==> src/rtl/pipe_ctrl_pkg.sv <==
// Shared constants for the pipeline sequencer: stall encodings, FSM states,
// exception codes and the redirect-target helper.
package pipe_ctrl_pkg;

  // FSM states: normal issue, one-cycle flush pulse, one-cycle refill bubble
  typedef enum logic [1:0] {
    ST_RUN    = 2'd0,
    ST_FLUSH  = 2'd1,
    ST_BUBBLE = 2'd2
  } state_e;

  localparam logic FLUSH_ON  = 1'b1;
  localparam logic FLUSH_OFF = 1'b0;

  localparam logic [31:0] EXC_NONE = 32'h0000_0000;
  localparam logic [31:0] EXC_ERET = 32'h0000_000e;

  // Stall vector bits: [0]PC [1]IF [2]ID [3]EX [4]MEM [5]WB
  localparam logic [5:0] STALL_NONE = 6'b000000;
  localparam logic [5:0] STALL_ID   = 6'b000111;
  localparam logic [5:0] STALL_EX   = 6'b001111;
  localparam logic [5:0] STALL_MEM  = 6'b011111;

  // ERET returns to the saved EPC; every other exception goes to the fixed vector
  function automatic logic [31:0] redirect_target(
    input logic [31:0] excepttype,
    input logic [31:0] epc,
    input logic [31:0] exc_vector
  );
    return (excepttype == EXC_ERET) ? epc : exc_vector;
  endfunction

endpackage

==> src/rtl/pipe_ctrl_stall_encoder.sv <==
// Priority encoder from the per-stage hold requests to the 6-bit stall vector.
// A stage that holds also freezes every stage in front of it, so only the
// highest-priority (furthest down the pipe) request is encoded.
module pipe_ctrl_stall_encoder
  import pipe_ctrl_pkg::*;
(
  input  logic       i_req_id,
  input  logic       i_req_ex,
  input  logic       i_req_mem,
  output logic [5:0] o_stall
);

  // MEM > EX > ID; the vector is a single encoding, never a merge of several
  always_comb begin
    // NOTE: assigning a default before any branch keeps every path driven,
    // so no latch can be inferred from a missing else.
    o_stall = STALL_NONE;
    if (i_req_mem)      o_stall = STALL_MEM;
    else if (i_req_ex)  o_stall = STALL_EX;
    else if (i_req_id)  o_stall = STALL_ID;
  end

endmodule

==> src/rtl/pipe_ctrl.sv <==
// Pipeline sequencer for the 5-stage core: merges stage stall requests,
// turns a MEM-stage exception into a one-cycle registered flush with the
// redirect target, and counts stalled cycles (saturating).
// Optional build macro CTRL_WATCHDOG_EN adds a consecutive-stall watchdog
// that forces a flush to WDT_VECTOR and raises a sticky timeout flag.
module pipe_ctrl
  import pipe_ctrl_pkg::*;
#(
  parameter logic [31:0] EXC_VECTOR = 32'h0000_0020,
  parameter int          CNT_W      = 16
`ifdef CTRL_WATCHDOG_EN
  ,
  parameter int          WDT_LIMIT  = 1024,
  parameter logic [31:0] WDT_VECTOR = 32'h0000_0040
`endif
) (
  input  logic             clk,
  input  logic             rst,
  input  logic             stallreq_id,
  input  logic             stallreq_ex,
  input  logic             stallreq_mem,
  input  logic [31:0]      excepttype_i,
  input  logic [31:0]      cp0_epc_i,
  output logic [5:0]       stall,
  output logic             flush,
  output logic [31:0]      new_pc,
  output logic [CNT_W-1:0] stall_cnt,
  output logic             wdt_timeout_o
);

  state_e           r_state;
  state_e           w_state_nxt;
  logic             r_flush;
  logic [31:0]      r_new_pc;
  logic [CNT_W-1:0] r_stall_cnt;
  logic [5:0]       w_req_stall;
  logic             w_exc;
  logic             w_flush_nxt;
  logic [31:0]      w_new_pc_nxt;
  logic             w_wdt_hit;

  pipe_ctrl_stall_encoder u_stall_encoder (
    .i_req_id  (stallreq_id),
    .i_req_ex  (stallreq_ex),
    .i_req_mem (stallreq_mem),
    .o_stall   (w_req_stall)
  );

  assign w_exc = (excepttype_i != EXC_NONE);

`ifdef CTRL_WATCHDOG_EN
  localparam int RUN_W = (WDT_LIMIT > 1) ? $clog2(WDT_LIMIT) : 1;

  logic [RUN_W-1:0] r_run_cnt;
  logic             r_wdt_timeout;

  // The limit is reached on the cycle that would be the WDT_LIMIT-th stall in
  // a row; an exception in that cycle zeroes stall but still trips the flag.
  assign w_wdt_hit = (r_state == ST_RUN) && w_req_stall[0] &&
                     (r_run_cnt == RUN_W'(WDT_LIMIT - 1));

  // Consecutive-stall run length and sticky timeout flag
  always_ff @(posedge clk or negedge rst) begin
    if (!rst) begin
      r_run_cnt     <= '0;
      r_wdt_timeout <= 1'b0;
    end else begin
      if (stall[0] && !w_wdt_hit) r_run_cnt <= r_run_cnt + RUN_W'(1);
      else                        r_run_cnt <= '0;
      if (w_wdt_hit) r_wdt_timeout <= 1'b1;
    end
  end

  assign wdt_timeout_o = r_wdt_timeout;
  assign w_new_pc_nxt  = w_exc ? redirect_target(excepttype_i, cp0_epc_i, EXC_VECTOR)
                               : WDT_VECTOR;
`else
  assign w_wdt_hit     = 1'b0;
  assign wdt_timeout_o = 1'b0;
  assign w_new_pc_nxt  = redirect_target(excepttype_i, cp0_epc_i, EXC_VECTOR);
`endif

  // Next-state, stall gating and flush request
  always_comb begin
    w_state_nxt = r_state;
    stall       = STALL_NONE;
    w_flush_nxt = FLUSH_OFF;
    unique case (r_state)
      ST_RUN: begin
        if (w_exc) begin
          // Exception wins over every hold request
          w_flush_nxt = FLUSH_ON;
          w_state_nxt = ST_FLUSH;
        end else begin
          stall = w_req_stall;
          if (w_wdt_hit) begin
            w_flush_nxt = FLUSH_ON;
            w_state_nxt = ST_FLUSH;
          end
        end
      end
      ST_FLUSH:  w_state_nxt = ST_BUBBLE;
      ST_BUBBLE: w_state_nxt = ST_RUN;
      default:   w_state_nxt = ST_RUN;
    endcase
  end

  // State register, registered flush pulse and latched redirect target
  always_ff @(posedge clk or negedge rst) begin
    if (!rst) begin
      r_state  <= ST_RUN;
      r_flush  <= FLUSH_OFF;
      r_new_pc <= '0;
    end else begin
      // NOTE: non-blocking assignments make every register here see the
      // pre-edge values, regardless of statement order.
      r_state <= w_state_nxt;
      r_flush <= w_flush_nxt;
      if (w_flush_nxt) r_new_pc <= w_new_pc_nxt;
    end
  end

  // Saturating count of cycles with the PC held
  always_ff @(posedge clk or negedge rst) begin
    if (!rst) begin
      r_stall_cnt <= '0;
    end else if (stall[0] && (r_stall_cnt != {CNT_W{1'b1}})) begin
      r_stall_cnt <= r_stall_cnt + CNT_W'(1);
    end
  end

  assign flush     = r_flush;
  assign new_pc    = r_new_pc;
  assign stall_cnt = r_stall_cnt;

endmodule
==> config.mk <==
export PLATFORM = sky130hd
export DESIGN_NAME = pipe_ctrl
export DESIGN_NICKNAME = d
export VERILOG_FILES = /design/src/rtl/pipe_ctrl_pkg.sv /design/src/rtl/pipe_ctrl_stall_encoder.sv /design/src/rtl/pipe_ctrl.sv
export SDC_FILE = /design/constraint.sdc
export NUM_CORES = 1
export LEC_CHECK = 0
export BUFFER_PORTS_ARGS = -buffer_cell sky130_fd_sc_hd__clkbuf_2
export CAP_MARGIN = 10
export CORE_MARGIN = 5
export CORE_UTILIZATION = 35
export CTS_CLUSTER_DIAMETER = 40
export CTS_CLUSTER_SIZE = 12
export DETAILED_ROUTE_END_ITERATION = 6
export MAX_ROUTING_LAYER = met4
export PLACE_DENSITY = 0.7
export RECOVER_POWER = 100
export SKIP_CTS_REPAIR_TIMING = 1
export SYNTH_ARGS = -nofsm -noshare
export SYNTH_HDL_FRONTEND = slang
export SYNTH_SLANG_ARGS = --single-unit
==> constraint.sdc <==
create_clock -name clk -period 2 [get_ports clk]
set_clock_uncertainty 0.1 [all_clocks]
set_input_delay 0.4 -clock clk [delete_from_list [all_inputs] [get_ports clk]]
set_output_delay 0.4 -clock clk [all_outputs]
set_load 0.05 [all_outputs]
==> out/results.ini, run 1 <==
[power_and_ir_drop]
vdd_drop_max_uv = 257.1
power.static_leakage_nw = 1.613
power-per-cell-area_mw_per_mm2 = 555.6

[route]
drt_iter0_markers = 34
route.final.wire_length_mm = 5.972
drc = 0
viasPerCell = 4.895
detail_route.first_pass.iterations = 4
routed-via-count = 1958
wire_per_inst_um = 14.93
met3WireLength_um = 427
wl_met2_mm = 2.980
routed.top_layer = met4
detail_route.wirelength.met1_mm = 2.537
drt.antenna.violating_nets = 0

[global_routing]
overflow = 0
gr-usage-all-layers_pct = 14.47
grt_first_pass_wirelength_mm = 8.866
grt_pass1_vias = 1939
largest_net_degree_at_the_start_of_global_routing = 33
antenna_found_initial = 0

[floorplan]
ioPinCount = 125
die-width_um = 89.68
die_footprint_mm2 = 0.008043
core_mm2 = 0.006277
dieHeight_um = 89.68
starting_density_of_the_core_pct = 35.40
rows = 29

[setup_path]
start_kind = primary input
r2r_setup_slk_ns = 0.05
worstPathArrival_ns = 1.60
type_of_the_worst_setup_path = in2out
worstReg2RegEnd = stall_cnt[1]$_DFFE_PN0P_
cp_slowest_cell = sky130_fd_sc_hd__nor4_4
cpMostUsedCell = sky130_fd_sc_hd__buf_12
ff2ff_path_depth = 5
path_max_fanout = 5
timing.rr.start = stall_cnt[7]$_DFFE_PN0P_
timing.critical_path.cells = clkbuf_2, nor4_4, nand4_4, buf_6, nor3_4, buf_12, buf_12
critical-path-max-stage-delay_ns = 0.32
timing.critical_path.to_type = primary output
worstPathRequired_ns = 1.50

[synth]
yosys.area.top_type_share_pct = 57.43
synth.top_cells.by_count = 51 x sky130_fd_sc_hd__dfrtp_1, 31 x sky130_fd_sc_hd__a22o_1, 11 x sky130_fd_sc_hd__xnor2_1
synth-simple-area-share_pct = 15.32
ys_ff_latch = 51
postSynth.topFlopCell = sky130_fd_sc_hd__dfrtp_1
syn_area_per_cell_um2 = 12.92
synth-warning-count = 0
xor_xnor_cell_area_share_of_the_yosys_netlist_pct = 5.124
synth-edff-count = 0
netlist.top_cell.by_area = sky130_fd_sc_hd__dfrtp_1
yosys-mux-area-fraction_pct = 1.014
synthCells = 172
syn_area_mm2 = 0.002222
yosysSeqAreaShare_pct = 57.43
ys_async_sr_fraction_pct = 100.0
yosys.area_share.adder_pct = 0.5631
synth_compound_area_share_pct = 16.84
synth_top_family_by_area = compound AO/OA/AOI/OAI gates
synth.distinct_cells = 34
synth.most_common_cell = sky130_fd_sc_hd__dfrtp_1
synth.area.top_cells = sky130_fd_sc_hd__dfrtp_1 57%, sky130_fd_sc_hd__a22o_1 12%, sky130_fd_sc_hd__xnor2_1 4.3%

[min_path]
hold_class = in2async

[sta]
timing.final.max_slew_violations = 0
post-route-period-util_pct = 105.1
grt_setup_unrepaired = yes
finalCriticalPeriod_ns = 2.102
hold_slack_ns = 0.1813
slack_of_the_critical_path_ns = -0.1015
max_freq_mhz = 475.8
slew_at_the_pin_closest_to_its_max_slew_limit_ns = 1.086
relSlewSlack_pct = 27.61
timing.final.hold_violations = 0
finalSetupViolations = 5
totalNegativeSetupSlack_ns = -0.3992

[clock_tree]
ctsHtreeMaxLevel = 2
clockBufferDepth = 2
worstSkewPairLatency_ns = 0.30
clk_slew_on_worst_s_h_paths_ns = 0.09
cts-buffers-inserted = 5
cts_root_cell = sky130_fd_sc_hd__clkbuf_8
cts_tree = yes
clock_sink_count = 51

[place]
pre_cts_slack_ns = -0.2491
placed_area_mm2 = 0.003242
dp.final_hpwl_mm = 4.641
portbufs = 122
finalWeightedCongestion = 0.7684

[finish]
final_cell_area_mm2 = 0.003356
nets = 392
syn2layout_area_growth_pct = 51.01
nFillCells = 585
antennaDiodeCount = 0
drive_above_1_share_pct = 41.80

[run_status]
run_status = complete, but fails checks
failed_checks = negative setup slack

[flow_run]
cap_viol_max_count = 0

## through the flow
stage / power [mW] / instances / util, %
2_1_floorplan: 1.075 / 173 / -
3_3_place_gp: 1.182 / 384 / 51.64
3_5_place_dp: 1.185 / 384 / 51.64
4_1_cts: 1.896 / 392 / 53.44
5_1_grt: 1.939 / 400 / 53.46
6_report: 1.864 / 400 / 53.46
## report_power, final
group          leakage, nW  switching (mW)  internal [mW]
clock               0.0581           0.332          0.373
combinational        0.866          0.0704         0.0593
sequential           0.689      0.00000120           1.03
## metal layers
layer | global-route usage [%] | vias up
li1 | - | 940
met1 | 17.48 | 935
met2 | 24.40 | 81
met3 | 2.737 | 2
met4 | 4.601 | 0
met5 | - | -
## worst max path at each step
stage	to	depth (start not counted)	from
6_report	stall[1]	7	excepttype_i[8]
2_1_floorplan	stall[1]	4	excepttype_i[20]
5_1_grt	stall[0]	7	excepttype_i[6]
4_1_cts	stall[4]	6	excepttype_i[8]
3_3_place_gp	stall[4]	6	excepttype_i[20]
3_5_place_dp	stall_cnt[14]$_DFFE_PN0P_	7	excepttype_i[8]
## cell usage in the layout (no fill, tap or decap), types with 6 or more instances in the layout
cell type,instances
sky130_fd_sc_hd__buf_4,22
sky130_fd_sc_hd__xnor2_1,11
sky130_fd_sc_hd__clkbuf_1,52
sky130_fd_sc_hd__dfrtp_2,6
sky130_fd_sc_hd__nor4_4,7
sky130_fd_sc_hd__dfrtp_1,45
sky130_fd_sc_hd__nand3_1,7
sky130_fd_sc_hd__nand2_1,8
sky130_fd_sc_hd__nand4_1,6
sky130_fd_sc_hd__clkbuf_2,66
sky130_fd_sc_hd__a22o_1,31
## cell families (layout without fill, tap and decap cells)
kind of cell | Yosys count | in the layout
XOR/XNOR | 13 | 13
multiplexers | 2 | 2
AND/OR/NAND/NOR | 48 | 48
other | 1 | 2
AO/OA/AOI/OAI | 41 | 41
buffers and inverters | 15 | 165
flip-flops | 51 | 51
adder cells (fa/ha/maj) | 1 | 1
## critical path: cells and delay by family
family | cells | cell delay, ns
buffers and inverters | 4 | 0.53
AND/OR/NAND/NOR | 3 | 0.67
## state kept, by name, indices dropped and copies added (netlist names)
name and flops:
flush 1, new_pc 32, r_state 2, stall_cnt 16
## cell type report
class	count	area, um^2	area share (%)
multi-input cells	107	988.4	29.46
repair buffers	152	855.8	25.50
flip-flops and latches	51	1284	38.25
well taps	77	96.34	2.871
clock inverters	3	43.79	1.305
inverters	5	18.77	0.5593
clock buffers	5	68.82	2.051
Note: power is estimated with default switching activity, not from simulation.
==> run 2: changes to the inputs <==
--- a/config.mk
+++ b/config.mk
@@ -7,14 +7,13 @@
 export LEC_CHECK = 0
 export BUFFER_PORTS_ARGS = -buffer_cell sky130_fd_sc_hd__clkbuf_2
 export CAP_MARGIN = 10
-export CORE_MARGIN = 5
+export CORE_MARGIN = 4
 export CORE_UTILIZATION = 35
 export CTS_CLUSTER_DIAMETER = 40
 export CTS_CLUSTER_SIZE = 12
 export DETAILED_ROUTE_END_ITERATION = 6
 export MAX_ROUTING_LAYER = met4
 export PLACE_DENSITY = 0.7
-export RECOVER_POWER = 100
 export SKIP_CTS_REPAIR_TIMING = 1
 export SYNTH_ARGS = -nofsm -noshare
 export SYNTH_HDL_FRONTEND = slang
==> run 2 against run 1 <==
Compared with the run above:
- the run still ends with negative setup slack left
- sequential cell count is the same
- hold slack better by 0.019 ns
- routed wire length shrank 3.0%
- cell count decreased by 1.3%
- clock power shrank 14%
- setup slack got worse by 0.0075 ns
- sequential power barely moved
- power is 5.3% lower
- first-iteration DRC count grew 44%
- non-clock buffer count decreased by 3
- via count fell by 0.46%
- critical endpoint unchanged
- highest routed layer unchanged
==> out/results.ini, run 2 (same netlist as run 1, synthesis figures left out) <==
[power_and_ir_drop]
power-per-cell-area_mw_per_mm2 = 526.7  ; -5.2%
totalPowerFinal_mw = 1.765  ; -5.3%
vdd_drop_max_uv = 335.6  ; +31%
power.static_leakage_nw = 1.765  ; +9.4%

[finish]
multiInputGateArea_um2 = 988.4  ; unchanged
layout.cells.non_filler = 395  ; -1.3%
drive_above_1_share_pct = 57.50  ; +16 points
largest_reg_flops = 32  ; unchanged
syn2layout_area_growth_pct = 50.84
nets = 389  ; -0.77%
antennaDiodeCount = 0  ; unchanged
register_area_mm2 = 0.001284  ; unchanged
layout.cells.most_common_list = 116 x sky130_fd_sc_hd__clkbuf_2, 45 x sky130_fd_sc_hd__dfrtp_1, 31 x sky130_fd_sc_hd__a22o_1, 22 x sky130_fd_sc_hd__buf_4, 11 x sky130_fd_sc_hd__xnor2_1
nFillCells = 559  ; -4.4%
mostFrequentLayoutCell = sky130_fd_sc_hd__clkbuf_2
final_cell_area_mm2 = 0.003352  ; -0.11%

[setup_path]
critical-path-max-stage-delay_ns = 0.34  ; +0.02 ns
timing.critical_path.buf_inv = 2  ; -2
path_max_fanout = 6  ; +1
start_kind = primary input
ff2ff_path_depth = 6  ; +1
worstPathRequired_ns = 1.50  ; about the same
cp_slowest_cell = sky130_fd_sc_hd__nor4_4
timing.rr.start = stall_cnt[0]$_DFFE_PN0P_
type_of_the_worst_setup_path = in2out
critPathTopFamily = simple AND/OR/NAND/NOR gates
worstReg2RegEnd = stall_cnt[1]$_DFFE_PN0P_
timing.critical_path.to_type = primary output
timing.critical_path.cells = clkbuf_2, nor4_4, nand4_4, nor3_4, buf_6
r2r_setup_slk_ns = 0.07  ; +0.02 ns
worstPathArrival_ns = 1.61  ; about the same

[clock_tree]
clk_slew_on_worst_s_h_paths_ns = 0.10  ; about the same
ctsHtreeMaxLevel = 2  ; unchanged
cts-buffers-inserted = 5  ; unchanged
clock_sink_count = 51  ; unchanged
cts_root_cell = sky130_fd_sc_hd__clkbuf_8
worstSkewPairLatency_ns = 0.30  ; about the same
cts_tree = yes
clockBufferDepth = 2  ; unchanged

[global_routing]
antenna_found_initial = 0  ; unchanged
gr-usage-all-layers_pct = 15.71  ; +1.2 points
grt_first_pass_wirelength_mm = 9.301  ; +4.9%
grt_pass1_vias = 2027  ; +4.5%
overflow = 0  ; unchanged
largest_net_degree_at_the_start_of_global_routing = 33  ; unchanged

[sta]
finalCriticalPeriod_ns = 2.109  ; +0.007479 ns
totalNegativeSetupSlack_ns = -0.5013  ; -0.1021 ns
timing.final.hold_violations = 0  ; unchanged
timing.final.max_slew_violations = 0  ; unchanged
slack_of_the_critical_path_ns = -0.1090  ; -0.007479 ns
hold_slack_ns = 0.1998  ; +0.01851 ns
max_freq_mhz = 474.2  ; -0.35%
post-route-period-util_pct = 105.5  ; +0.37 points
grt_setup_unrepaired = yes
finalSetupViolations = 5  ; unchanged

[min_path]
hold_class = in2reg
min_from = cp0_epc_i[5]
hold_path_end = new_pc[5]$_DFFE_PN0P_
worstHoldPathCells = 3

[route]
drt.antenna.violating_nets = 0  ; unchanged
wire_per_inst_um = 14.67  ; -1.8%
routed-via-count = 1949  ; -0.46%
viasPerCell = 4.934  ; +0.80%
drc = 0  ; unchanged
route.final.wire_length_mm = 5.793  ; -3.0%
detail_route.first_pass.iterations = 4  ; unchanged
drt_iter0_markers = 49  ; +44%

[floorplan]
rows = 28  ; -3.4%
die_footprint_mm2 = 0.007688  ; -4.4%
core_mm2 = 0.006026  ; -4.0%
die-width_um = 87.68  ; -2.2%
starting_density_of_the_core_pct = 36.88  ; +1.5 points
dieHeight_um = 87.68  ; -2.2%
ioPinCount = 125  ; unchanged

[run_status]
run_status = complete, but fails checks
failed_checks = negative setup slack

[flow_run]
cap_viol_max_count = 0  ; unchanged

[place]
finalWeightedCongestion = 0.7284  ; -5.2%
portbufs = 122  ; unchanged
placed_area_mm2 = 0.003162  ; -2.5%
dp.final_hpwl_mm = 4.497  ; -3.1%
placed_cells_incl_taps = 381  ; -0.78%

## run 2: changes by cell type in the layout (fill, tap and decap cells not counted), sizes merged
cell / previous run / this run
bufinv: 1 / 0
dlygate4sd3: 0 / 1
clkbuf: 125 / 121
inv: 5 / 6
## run 2: power by group
part | switching, mW | leakage (nW) | total, mW | internal (mW)
sequential | 0.00000169 | 0.689 | 1.03 | 1.03
combinational | 0.0711 | 1.03 | 0.133 | 0.0624
clock | 0.354 | 0.0483 | 0.602 | 0.247
total | 0.426 | 1.76 | 1.77 | 1.34
## run 2: worst min-delay path, stage by stage
cell and delay (ns):
sky130_fd_sc_hd__clkbuf_2 0.08, sky130_fd_sc_hd__inv_1 0.04, sky130_fd_sc_hd__a2bb2oi_1 0.05
## run 2: routing by layer
metal / GRT usage, % / wire length, um / vias to the layer above
met5: - / 0 / -
met4: 3.766 / 65 / 0
met3: 3.951 / 384 / 6
met2: 25.48 / 2873 / 76
met1: 19.76 / 2470 / 925
li1: - / - / 942
## run 2: worst max path at each step
stage	from	endpoint	slack, ns	depth (start not counted)
6_report	excepttype_i[19]	stall[1]	-0.11	5
5_1_grt	excepttype_i[29]	stall[1]	-0.20	5
4_1_cts	excepttype_i[24]	stall[4]	-0.30	6
3_5_place_dp	excepttype_i[24]	stall[4]	-0.29	6
3_3_place_gp	excepttype_i[20]	stall[4]	-0.20	6
2_1_floorplan	excepttype_i[20]	stall[1]	-0.25	4
## run 2: final cells by class
type | count | share of cell area [%]
sequential | 51 | 38.30
multi-input combinational | 107 | 29.49
timing repair buffer | 149 | 26.24
tap | 75 | 2.800
clock buffer | 5 | 2.053
clock inverter | 3 | 0.5599
inverter | 5 | 0.5599
## run 2: per-stage QoR
step	util (%)	worst slack [ns]
after floorplan	-	-0.2535
after global placement	52.47	-0.2015
after detailed placement	52.47	-0.2915
after CTS	53.92	-0.3018
after global routing	55.63	-0.2000
final	55.63	-0.1090
==> run 3: changes to the inputs <==
--- a/config.mk
+++ b/config.mk
@@ -7,7 +7,6 @@
 export LEC_CHECK = 0
 export BUFFER_PORTS_ARGS = -buffer_cell sky130_fd_sc_hd__clkbuf_2
 export CAP_MARGIN = 10
-export CORE_MARGIN = 4
 export CORE_UTILIZATION = 35
 export CTS_CLUSTER_DIAMETER = 40
 export CTS_CLUSTER_SIZE = 12
==> run 3 against run 2 <==
Compared with the run above:
- the run still ends with negative setup slack left
- core utilization increased by 0.50 points
- global-route usage increased by 1.8 points
- sequential cell count unchanged
- die area decreased by 13%
- sequential share of layout area decreased by 0.34 points
- power increased by 1.5%
- fmax increased by 1.9%
- critical path depth increased by 1
- cell count increased by 0.25%
- largest power group unchanged
==> out/results.ini, run 3 (same netlist as run 1, synthesis figures left out) <==
[sta]
finalSetupViolations = 5  ; unchanged
timing.final.hold_violations = 0  ; unchanged
finalCriticalPeriod_ns = 2.070  ; -0.03913 ns
slack_of_the_critical_path_ns = -0.06989  ; +0.03913 ns
max_freq_mhz = 483.1  ; +1.9%
totalNegativeSetupSlack_ns = -0.3010  ; +0.2003 ns
timing.final.max_slew_violations = 0  ; unchanged
hold_slack_ns = 0.1991  ; -0.0006780 ns
grt_setup_unrepaired = yes
post-route-period-util_pct = 103.5  ; -2.0 points

[route]
detail_route.first_pass.iterations = 4  ; unchanged
drc = 0  ; unchanged
route.final.wire_length_mm = 5.363  ; -7.4%
routed-via-count = 1971  ; +1.1%
drt_iter0_markers = 51  ; +4.1%
drt.antenna.violating_nets = 0  ; unchanged
viasPerCell = 4.977  ; +0.87%
wire_per_inst_um = 13.54  ; -7.7%

[finish]
layout.cells.most_common_list = 116 x sky130_fd_sc_hd__clkbuf_2, 45 x sky130_fd_sc_hd__dfrtp_1, 31 x sky130_fd_sc_hd__a22o_1, 25 x sky130_fd_sc_hd__buf_4, 11 x sky130_fd_sc_hd__xnor2_1
drive_above_1_share_pct = 57.32  ; -0.18 points
mostFrequentLayoutCell = sky130_fd_sc_hd__clkbuf_2
nets = 390  ; +0.26%
antennaDiodeCount = 0  ; unchanged
syn2layout_area_growth_pct = 52.20
layout.cells.non_filler = 396  ; +0.25%
largest_reg_flops = 32  ; unchanged

[place]
finalWeightedCongestion = 0.8489  ; +17%
dp.final_hpwl_mm = 4.157  ; -7.6%
portbufs = 122  ; unchanged
placed_cells_incl_taps = 383  ; +0.52%

[floorplan]
core_mm2 = 0.006026  ; unchanged
ioPinCount = 125  ; unchanged
die_footprint_mm2 = 0.006672  ; -13%
rows = 28  ; unchanged
starting_density_of_the_core_pct = 36.88  ; unchanged
die-width_um = 81.68  ; -6.8%
dieHeight_um = 81.68  ; -6.8%

[clock_tree]
clockBufferDepth = 2  ; unchanged
cts_root_cell = sky130_fd_sc_hd__clkbuf_8
clock_sink_count = 51  ; unchanged
ctsHtreeMaxLevel = 2  ; unchanged
cts-buffers-inserted = 5  ; unchanged
worstSkewPairLatency_ns = 0.30  ; about the same
clk_slew_on_worst_s_h_paths_ns = 0.09  ; about the same
cts_tree = yes

[power_and_ir_drop]
share_clk_of_total_power_pct = 34.8  ; +0.7 points
totalPowerFinal_mw = 1.791  ; +1.5%
power_frac_seq_pct = 57.5  ; -0.9 points
power_switching_mw = 0.4121  ; -3.2%
power.static_leakage_nw = 1.756  ; -0.48%
power.share.combinational_pct = 7.7  ; about the same
power.share.switching_pct = 23.01  ; -1.1 points
internal_power_mw = 1.379  ; +2.9%
power-per-cell-area_mw_per_mm2 = 529.6  ; +0.55%
vdd_drop_max_uv = 335.1  ; -0.14%

[global_routing]
gr-usage-all-layers_pct = 17.54  ; +1.8 points
overflow = 0  ; unchanged
grt_first_pass_wirelength_mm = 8.604  ; -7.5%
grt.busiest_layer = met2
antenna_found_initial = 0  ; unchanged
groute.layer.met3.usage_pct = 4.222  ; +0.27 points
grtUsageMet2_pct = 29.42  ; +3.9 points
grt_pass1_vias = 1861  ; -8.2%
global_routing_met1_resource_utilization_pct = 20.79  ; +1.0 points
largest_net_degree_at_the_start_of_global_routing = 28  ; -15%

[setup_path]
critical-path-max-stage-delay_ns = 0.33  ; about the same
cp_slowest_cell = sky130_fd_sc_hd__nor4_4
timing.critical_path.buf_inv = 2  ; unchanged
timing.critical_path.cells = clkbuf_2, nor4_4, nand4_4, nor2_2, and4_2, buf_4
start_kind = primary input
critPathTopFamily = simple AND/OR/NAND/NOR gates
path_max_fanout = 5  ; -1
timing.critical_path.to_type = primary output
type_of_the_worst_setup_path = in2out
worstPathRequired_ns = 1.50  ; about the same
worstPathArrival_ns = 1.57  ; -0.04 ns

[min_path]
hold_class = in2reg

[run_status]
run_status = complete, but fails checks
failed_checks = negative setup slack

[flow_run]
cap_viol_max_count = 0  ; unchanged

## run 3: final timing paths
kind                                                from                        end  slack (ns)  depth (start not counted)
worst max register to register  stall_cnt[7]$_DFFE_PN0P_   stall_cnt[1]$_DFFE_PN0P_        0.04                          5
worst max-delay path                    excepttype_i[19]                   stall[4]       -0.07                          6
worst min-delay path                        cp0_epc_i[5]      new_pc[5]$_DFFE_PN0P_        0.20                          3
min in group asynchronous                            rst  stall_cnt[14]$_DFFE_PN0P_        0.39                          2
max in group asynchronous                            rst     new_pc[11]$_DFFE_PN0P_        0.87                          3
worst min register to register    r_state[1]$_DFFE_PN0P_     r_state[1]$_DFFE_PN0P_        0.36                          1
## run 3: cell type report
cell class,count,area (um^2)
Fill cell,562,2644
Sequential cell,51,1284
Multi-Input combinational cell,107,992.2
Timing Repair Buffer,150,898.4
Tap cell,75,93.84
Clock buffer,7,86.33
Inverter,5,18.77
Clock inverter,1,8.758
## run 3: stage by stage
step                      utilization (%)  cell area (um^2)  setup WS [ns]
after floorplan                         -              2328        -0.2535
after global placement              52.93              3189        -0.1649
after detailed placement            52.93              3189        -0.2399
after CTS                           54.51              3284        -0.2427
after global routing                56.13              3382        -0.1366
final                               56.13              3382       -0.06989
## run 3: worst register-to-register path, stage by stage, from the launching register on
cell	delay, ns
sky130_fd_sc_hd__dfrtp_2	0.43
sky130_fd_sc_hd__and4_1	0.24
sky130_fd_sc_hd__and4_1	0.26
sky130_fd_sc_hd__a2111oi_4	0.32
sky130_fd_sc_hd__buf_6	0.18
sky130_fd_sc_hd__mux2_1	0.32
## run 3: power by group through the flow
stage          clock network (mW)  registers [mW]  logic, mW
6_report                    0.623            1.03      0.138
5_1_grt                     0.694            1.03      0.152
4_1_cts                     0.649            1.03      0.135
3_5_place_dp                    0            1.05      0.135
3_3_place_gp                    0            1.05      0.131
2_1_floorplan                   0            1.05     0.0242
## run 3: metal layers
metal  wire length, um  up-vias
li1                  -      939
met1              2281      954
met2              2713       68
met3               290       10
met4                78        0
met5                 0        -
